==> src/rtl/switch_debounce_3_pkg.sv <==
// Shared constants for the three-channel switch debouncer.
//   N_SW                  : number of independent switch channels
//   DEF_STABLE_CYCLES     : default count of consecutive differing cycles
//                           needed before a channel output flips
//   DEF_CNT_W             : default width of each per-channel counter
//   ZERO_VEC              : reset value of the debounced vector
package switch_debounce_3_pkg;

  localparam int N_SW              = 3;
  localparam int DEF_STABLE_CYCLES = 4;
  localparam int DEF_CNT_W         = 16;

  localparam logic [N_SW-1:0] ZERO_VEC = '0;

endpackage

==> src/rtl/switch_debounce_3_debounce_bit.sv <==
// One debounced switch channel.
// Ports:
//   clk     : system clock, rising edge
//   reset   : synchronous, active-high reset
//   raw     : asynchronous switch level
//   out     : debounced, synchronised level (registered)
//   update  : high in the cycle before out flips; out takes the new value
//             on the next rising edge (combinational from registers)
//   eq      : synchronised level equals out, nothing pending
module debounce_bit #(
  parameter int STABLE_CYCLES = 4,
  parameter int CNT_W         = 16
) (
  input  logic clk,
  input  logic reset,
  input  logic raw,
  output logic out,
  output logic update,
  output logic eq
);

  localparam logic [CNT_W-1:0] TERM = CNT_W'(STABLE_CYCLES - 1);

  logic             s1;
  logic             s2;
  logic [CNT_W-1:0] cnt;

  // Terminal count reached while the synchronised level still differs:
  // the next edge commits the new level.
  assign eq     = (s2 == out);
  assign update = !eq && (cnt == TERM);

  always_ff @(posedge clk) begin
    if (reset) begin
      s1  <= 1'b0;
      s2  <= 1'b0;
      cnt <= '0;
      out <= 1'b0;
    end else begin
      // Two-flop synchroniser; only s1 ever looks at raw.
      s1 <= raw;
      s2 <= s1;
      if (eq) begin
        cnt <= '0;
      end else if (update) begin
        // Cleared at terminal count, so the counter never wraps.
        out <= s2;
        cnt <= '0;
      end else begin
        cnt <= cnt + 1'b1;
      end
    end
  end

endmodule

==> src/rtl/switch_debounce_3.sv <==
// Three-channel switch input conditioner feeding the 3-input AND block.
// Ports:
//   clk     : system clock, rising edge
//   reset   : synchronous, active-high reset
//   raw     : three asynchronous switch levels, independent channels
//   out     : debounced, synchronised vector (registered)
//   changed : one-cycle pulse in the cycle out first shows a new value
//   stable  : every synchronised bit equals its out bit
//
// Output protocol: changed acts as a valid strobe for out. It is high for
// exactly the cycle(s) in which out differs from its previous value; there
// is no ready, the consumer must sample out while changed is high. Several
// bits flipping on one edge give one pulse; flips on consecutive edges give
// back-to-back pulses.
module switch_debounce_3
  import switch_debounce_3_pkg::*;
#(
  parameter int STABLE_CYCLES = DEF_STABLE_CYCLES,
  parameter int CNT_W         = DEF_CNT_W
) (
  input  logic            clk,
  input  logic            reset,
  input  logic [N_SW-1:0] raw,
  output logic [N_SW-1:0] out,
  output logic            changed,
  output logic            stable
);

  logic [N_SW-1:0] update;
  logic [N_SW-1:0] eq;

  for (genvar b = 0; b < N_SW; b++) begin : g_bit
    debounce_bit #(
      .STABLE_CYCLES (STABLE_CYCLES),
      .CNT_W         (CNT_W)
    ) u_bit (
      .clk    (clk),
      .reset  (reset),
      .raw    (raw[b]),
      .out    (out[b]),
      .update (update[b]),
      .eq     (eq[b])
    );
  end

  // update[] looks one edge ahead, so registering its OR lines the pulse up
  // with the cycle in which out shows the new value.
  always_ff @(posedge clk) begin
    if (reset) changed <= 1'b0;
    else       changed <= |update;
  end

  assign stable = &eq;

endmodule

==> config.mk <==
export PLATFORM = sky130hd
export DESIGN_NAME = switch_debounce_3
export DESIGN_NICKNAME = d
export VERILOG_FILES = /design/src/rtl/switch_debounce_3_pkg.sv /design/src/rtl/switch_debounce_3_debounce_bit.sv /design/src/rtl/switch_debounce_3.sv
export SDC_FILE = /design/constraint.sdc
export NUM_CORES = 1
export LEC_CHECK = 0
export CELL_PAD_IN_SITES_DETAIL_PLACEMENT = 1
export CELL_PAD_IN_SITES_GLOBAL_PLACEMENT = 2
export CORE_MARGIN = 1.5
export CORE_UTILIZATION = 37
export DETAILED_ROUTE_END_ITERATION = 8
export PLACE_DENSITY_LB_ADDON = 0.1
export SETUP_SLACK_MARGIN = 0.3
export SYNTH_ARGS = -nofsm -noshare
export SYNTH_HDL_FRONTEND = slang
export SYNTH_SLANG_ARGS = --single-unit
==> constraint.sdc <==
create_clock -name clk -period 2.1 [get_ports clk]
set_input_delay 0.42 -clock clk [delete_from_list [all_inputs] [get_ports clk]]
set_output_delay 0.42 -clock clk [all_outputs]
set_load 0.005 [all_outputs]
After elaboration in Yosys (flattened, before gate mapping)
Cells that the tools add are included.
Widths: inputs -> output; s select.

word-level totals
  logic and storage cells = 39
  input bits = 5
  output and inout port bits = 5
  bits in registers = 58

operators by class
  add/subtract/negate cells = 3
  bitwise operators = 3
  reduce and logical (&&, ||, !) cells = 14
  equality and inequality tests = 6

operators with widths
  operator               count
  $add 16x1->16 const B  3
  $eq 16x2->1 const B    3
  $reduce_or 3->1        4
  $reduce_and 2->1       3
  $eq 1x1->1             3
  $logic_and 1x1->1      3
  $logic_not 1->1        3
  $not 1->1              3
  $reduce_and 3->1       1

Depth between registers and ports, before layout
  depth in word-level cells = 4
  mapped depth = 6
  depth with buffers taken out = 5

Cells and area by module
Synthesis repeated with hierarchy kept, for this count alone.

second synthesis, totals
  cell total of the unflattened synthesis = 271
  area, all modules = 2692.6 sq um

modules (own cells, without submodules)
  module             area an instance (sq um)  times used  sequential area each (sq um)  cells each
  debounce_bit       885.8                     3           380.4                         89
  switch_debounce_3  35.0                      1           20.0                          4

Worst setup path after synthesis
Ideal clock, no wire load.

  kind = reg-to-reg
  from = reg g_bit[0].u_bit.cnt[0]
  to = reg g_bit[0].u_bit.cnt[10]
  arrival time = 1385 ps
  setup time = 117 ps
  clock period less this slack = 1502 ps
  cell stages (with the launch flop) = 7
  setup slack = 598 ps
  buffers on the path = 1
  data required time = 1983 ps
  cell sequence = dfxtp_1 -> ha_1 -> nor4b_1 -> nand4_1 -> nand2_1 -> buf_2 -> nor2_1

between the ends
  longest elaborated chain between the ends = 3
  elaborated cells on any way between the ends = 4
  those cells by class = 1 x add/sub; 1 x eq/ne; 2 x reduce/logical

RTL lines
  item                                                                   line                                  source
  from (decl)                                                            switch_debounce_3_debounce_bit.sv:26  logic [CNT_W-1:0] cnt;
  from (signal assigned)                                                 switch_debounce_3_debounce_bit.sv:50  cnt <= cnt + 1'b1;
  parallel branches: the longest is 3 deep, another holds $add 16x1->16  n/a

Several ways; the timed one is not identified.
A chain may end at the register's enable or synchronous reset.

Final worst setup path
  from = reg g_bit[2].u_bit.s2
  to = out stable

between the ends
  longest elaborated chain between the ends = 2

RTL lines
  item                    line                                  source
  from (decl)             switch_debounce_3_debounce_bit.sv:25  logic s2;
  from (signal assigned)  switch_debounce_3_debounce_bit.sv:36  s2 <= 1'b0;
  from (signal assigned)  switch_debounce_3_debounce_bit.sv:42  s2 <= s1;
  $eq 1x1->1              switch_debounce_3_debounce_bit.sv:30  assign eq = (s2 == out);
  $reduce_and 3->1        switch_debounce_3.sv:53               assign stable = &eq;
  to (decl)               switch_debounce_3.sv:26               output logic stable

Every way passes these cells.

==> report_table.html <==
<table>
<tr><th>Metric</th><th>Value</th></tr>
<tr><th colspan="2">GRT</th></tr>
<tr><td>Wire length of the first global-routing pass</td><td>~9000 um</td></tr>
<tr><td>Overflow after GRT</td><td>0</td></tr>
<tr><td>Via count of the first global-routing pass</td><td>about 1,900</td></tr>
<tr><td>Total routing usage reported by global routing</td><td>16.05%</td></tr>
<tr><td>Largest net degree at the start of global routing</td><td>16</td></tr>
<tr><td>Antenna violations before repair</td><td>0</td></tr>
<tr><th colspan="2">Critical path</th></tr>
<tr><td>Critical register-to-register path startpoint</td><td>g_bit[2].u_bit.cnt[0]</td></tr>
<tr><td>Startpoint type of the worst setup path</td><td>flip-flop</td></tr>
<tr><td>Critical Path AT</td><td>1290 ps</td></tr>
<tr><td>Setup CP Type</td><td>flip-flop to output pin</td></tr>
<tr><td>Critical Path RT</td><td>between 1500 and 2000 ps</td></tr>
<tr><td>Sort of element at the end of the critical path</td><td>output pin</td></tr>
<tr><td>Critical path startpoint</td><td>g_bit[2].u_bit.s2</td></tr>
<tr><td>Largest driver fanout on the critical path</td><td>3</td></tr>
<tr><th colspan="2">Timing</th></tr>
<tr><td>Max-slew headroom</td><td>73.88%</td></tr>
<tr><td>RSZ-0062 raised after global routing</td><td>false</td></tr>
<tr><td>Total setup violations reported at the end of the flow</td><td>0</td></tr>
<tr><td>Final-layout setup total negative slack</td><td>0 ps</td></tr>
<tr><td>Max Freq</td><td>0.5845 GHz</td></tr>
<tr><td>Post-route clock period utilization</td><td>81.46%</td></tr>
<tr><td>Count of pins over their slew limit</td><td>0</td></tr>
<tr><td>Worst-Margin Slew</td><td>388.3 ps</td></tr>
<tr><td>Number of hold violations in the final report</td><td>0</td></tr>
<tr><td>Final clock skew</td><td>7.012 ps</td></tr>
<tr><td>Hold_ws</td><td>approximately 440 ps</td></tr>
<tr><td>Min Tclk post-route</td><td>1711 ps</td></tr>
<tr><th colspan="2">Clock network</th></tr>
<tr><td>CTS buffer count</td><td>9</td></tr>
<tr><td>Sink count of the clock tree</td><td>58</td></tr>
<tr><td>Clock tree from TritonCTS</td><td>done</td></tr>
<tr><td>Clock-pin transition on the worst setup and hold timing paths</td><td>70 ps</td></tr>
<tr><td>H-tree depth</td><td>3</td></tr>
<tr><td>Clock Tree Root</td><td>clkbuf_8</td></tr>
<tr><td>Number of buffers inserted for hold repair after clock tree synthesis</td><td>0</td></tr>
<tr><td>Number of buffers on the longest clock path</td><td>2</td></tr>
<tr><td>Worst-Skew Late Latency</td><td>340 ps</td></tr>
<tr><th colspan="2">Route</th></tr>
<tr><td>Drt total wl</td><td>5122 um</td></tr>
<tr><td>Number of antenna-violating nets in the routed design</td><td>0</td></tr>
<tr><td>Routed WL per cell</td><td>approximately 14 um</td></tr>
<tr><td>DR pass1 iterations</td><td>4</td></tr>
<tr><td>Via density per instance</td><td>5.042</td></tr>
<tr><td>Total number of vias</td><td>1,906</td></tr>
<tr><td>DR DRC count</td><td>0</td></tr>
<tr><td>Initial detailed-routing violation count</td><td>30</td></tr>
<tr><th colspan="2">Pwr</th></tr>
<tr><td>Power density over the cells</td><td>approximately 700 nW/um^2</td></tr>
<tr><td>Power, Total</td><td>around 2 mW</td></tr>
<tr><td>LEAKAGE</td><td>0.8846 nW</td></tr>
<tr><td>Worst vdd rail ir drop</td><td>~0.00038 V</td></tr>
<tr><th colspan="2">Placement</th></tr>
<tr><td>Count of input and output buffers</td><td>9</td></tr>
<tr><td>Final weighted congestion of routability-driven global placement</td><td>0.6788</td></tr>
<tr><td>HPWL after detailed placement</td><td>about 3500 um</td></tr>
<tr><th colspan="2">Layout</th></tr>
<tr><td>Sequential cell area</td><td>1167 um^2</td></tr>
<tr><td>Fillers</td><td>769</td></tr>
<tr><td>Area of combinational cells with multiple inputs</td><td>1236 um^2</td></tr>
<tr><td>Share of layout cells above drive strength 1</td><td>~13%</td></tr>
<tr><td>Diodes inserted</td><td>0</td></tr>
<tr><td>Post-synthesis to final-layout area growth</td><td>16.39%</td></tr>
<tr><td>Utilization after layout</td><td>around 45%</td></tr>
<tr><td>Final net count</td><td>305</td></tr>
<tr><th colspan="2">Floorplanning</th></tr>
<tr><td>Number of placed I/O pins</td><td>10</td></tr>
<tr><td>Die Ht</td><td>84.39 um</td></tr>
<tr><td>Initial core utilization</td><td>38.38%</td></tr>
<tr><td># rows</td><td>29</td></tr>
<tr><td>Chip Width</td><td>84.39 um</td></tr>
<tr><td>Area of the core</td><td>6386 um^2</td></tr>
<tr><td>Floorplan die area</td><td>7122 um^2</td></tr>
<tr><th colspan="2">Synthesis</th></tr>
<tr><td>Count of cell types in the netlist</td><td>26</td></tr>
<tr><td>Arithmetic-cell share of the synthesized area counting full adders, half adders and majority gates</td><td>under 10%</td></tr>
<tr><td>Compound-gate portion of the synthesized area</td><td>less than 1%</td></tr>
<tr><td>Register bit count reported by yosys</td><td>between 50 and 60</td></tr>
<tr><td>Mapped cell area</td><td>2451 um^2</td></tr>
<tr><td>Mean instance size in the synthesized netlist</td><td>8.913 um^2</td></tr>
<tr><td>Post-synth ARST share</td><td>0%</td></tr>
<tr><td>Yosys synthesis warning count</td><td>0</td></tr>
<tr><td>Number of instances in the synthesized netlist</td><td>275</td></tr>
<tr><td>Share of the yosys chip area belonging to registers</td><td>47.37%</td></tr>
<tr><td>Number of flops mapped to enable cells by yosys</td><td>0</td></tr>
<tr><td>Dominant combinational cell family by area after synthesis</td><td>simple AND/OR/NAND/NOR gates</td></tr>
<tr><td>Portion of netlist area occupied by mux cells</td><td>1.225%</td></tr>
<tr><td>XOR/XNOR Fraction of Synth Area</td><td>15.72%</td></tr>
<tr><td>Most common flop cell mapped by yosys</td><td>dfxtp_1</td></tr>
<tr><td>Total nets after synthesis</td><td>283</td></tr>
<tr><td>Simple-Gate Fraction of Synth Area</td><td>30.53%</td></tr>
<tr><th colspan="2">Run status</th></tr>
<tr><td>Result of the run</td><td>finished, final reports clean</td></tr>
<tr><th colspan="2">Min path</th></tr>
<tr><td>Worst hold start</td><td>g_bit[1].u_bit.s1</td></tr>
<tr><td>Type of the tightest min-delay check</td><td>flip-flop to flip-flop</td></tr>
<tr><th colspan="2">Run</th></tr>
<tr><td>Max-capacitance violation count</td><td>0</td></tr>
</table>
[flip-flops by register name (all words and copies together) (netlist names)]
signal	flops
changed	1
g_bit.u_bit.cnt	48
g_bit.u_bit.out	3
g_bit.u_bit.s1	3
g_bit.u_bit.s2	3
[cell type report]
| cell class | count | area share, % |
|---|---|---|
| Sequential cell | 58 | 40.92 |
| Timing Repair Buffer | 19 | 5.746 |
| Tap cell | 77 | 3.377 |
| Multi-Input combinational cell | 201 | 43.33 |
| Clock inverter | 6 | 1.228 |
| Inverter | 8 | 1.053 |
| Clock buffer | 9 | 4.342 |
[per-stage QoR]
stage	cell area, um^2	std cells	worst slack [ps]
global route	2853	378	312.5
global placement	2621	357	412.8
detailed placement	2621	357	399.7
CTS	2823	374	378.8
floorplan	2451	275	597.6
finish	2853	378	389.3
[what timing repair did]
| item | 4_1_cts | 5_1_grt |
|---|---|---|
| pin swaps | 4 | 3 |
| resized for setup | 9 | 0 |
| setup buffers | 2 | 4 |
| setup endpoints to repair | 1 | 40 |
[routing by layer]
metal	global-route usage, %	wire length, um
met1	20.90	2521
met2	24.22	2355
met3	5.506	161
met4	7.038	83
met5	0	0
[cells by family (layout without fill, tap and decap cells)]
family | Yosys count | in the layout
simple gates | 149 | 149
flops | 58 | 58
xor+xnor | 44 | 44
buf+inv | 16 | 42
fa+ha+maj | 3 | 3
mux | 3 | 3
compound gates | 2 | 2
[placed cells by master, fill, tap and decap left out, drive strengths merged]
master and instances:
a21oi 1, nand4 12, clkinvlp 2, clkbuf 9
nor4b 3, or4 1, nor2b 6, o31ai 1
or3 1, clkdlybuf4s50 8, or2 1, nor3 18
buf 10, dlygate4sd2 1, ha 3, mux2i 3
xnor2 40, inv 8, nand3 15, nor4 17
dfxtp 58, xor2 4, and3 4, nand2 13
nor2 58, clkinv 4
[cells in the mapped netlist, types with 3 or more instances]
master	number	area share, %
dfxtp_1	58	47
nor2_1	58	8.9
xnor2_1	40	14
nor3_1	18	3.7
nor4_1	17	4.3
nand3_1	14	2.9
nand2_1	13	2.0
nand4_1	9	2.3
inv_1	8	1.2
nor2b_1	6	1.5
and3_1	4	1.0
xor2_1	4	1.4
buf_2	3	0.61
buf_4	3	0.92
ha_1	3	1.5
mux2i_1	3	1.2
nand4_2	3	1.5
nor4b_1	3	1.1
[worst max-delay path, stage by stage, from the launching register on]
cell and delay [ps]:
dfxtp_2 340, xnor2_2 190, and3_1 190, dlygate4sd2_1 230
[power breakdown]
| group | total (mW) | internal [mW] | leakage (nW) | switching [mW] |
|---|---|---|---|---|
| clock network | 0.856 | 0.411 | 0.0806 | 0.445 |
| logic | 0.0390 | 0.0209 | 0.333 | 0.0181 |
| registers | 1.11 | 1.11 | 0.471 | 0.00451 |
| total | 2.01 | 1.54 | 0.885 | 0.468 |
[worst paths after layout]
check	depth (start not counted)	slack, ps	end
hold reg to reg	1	440	g_bit[1].u_bit.s2
setup reg to reg	5	500	g_bit[2].u_bit.cnt[12]
setup / recovery	3	390	stable
hold / removal	1	440	g_bit[1].u_bit.s2
Note: power is estimated with default switching activity, not from simulation.
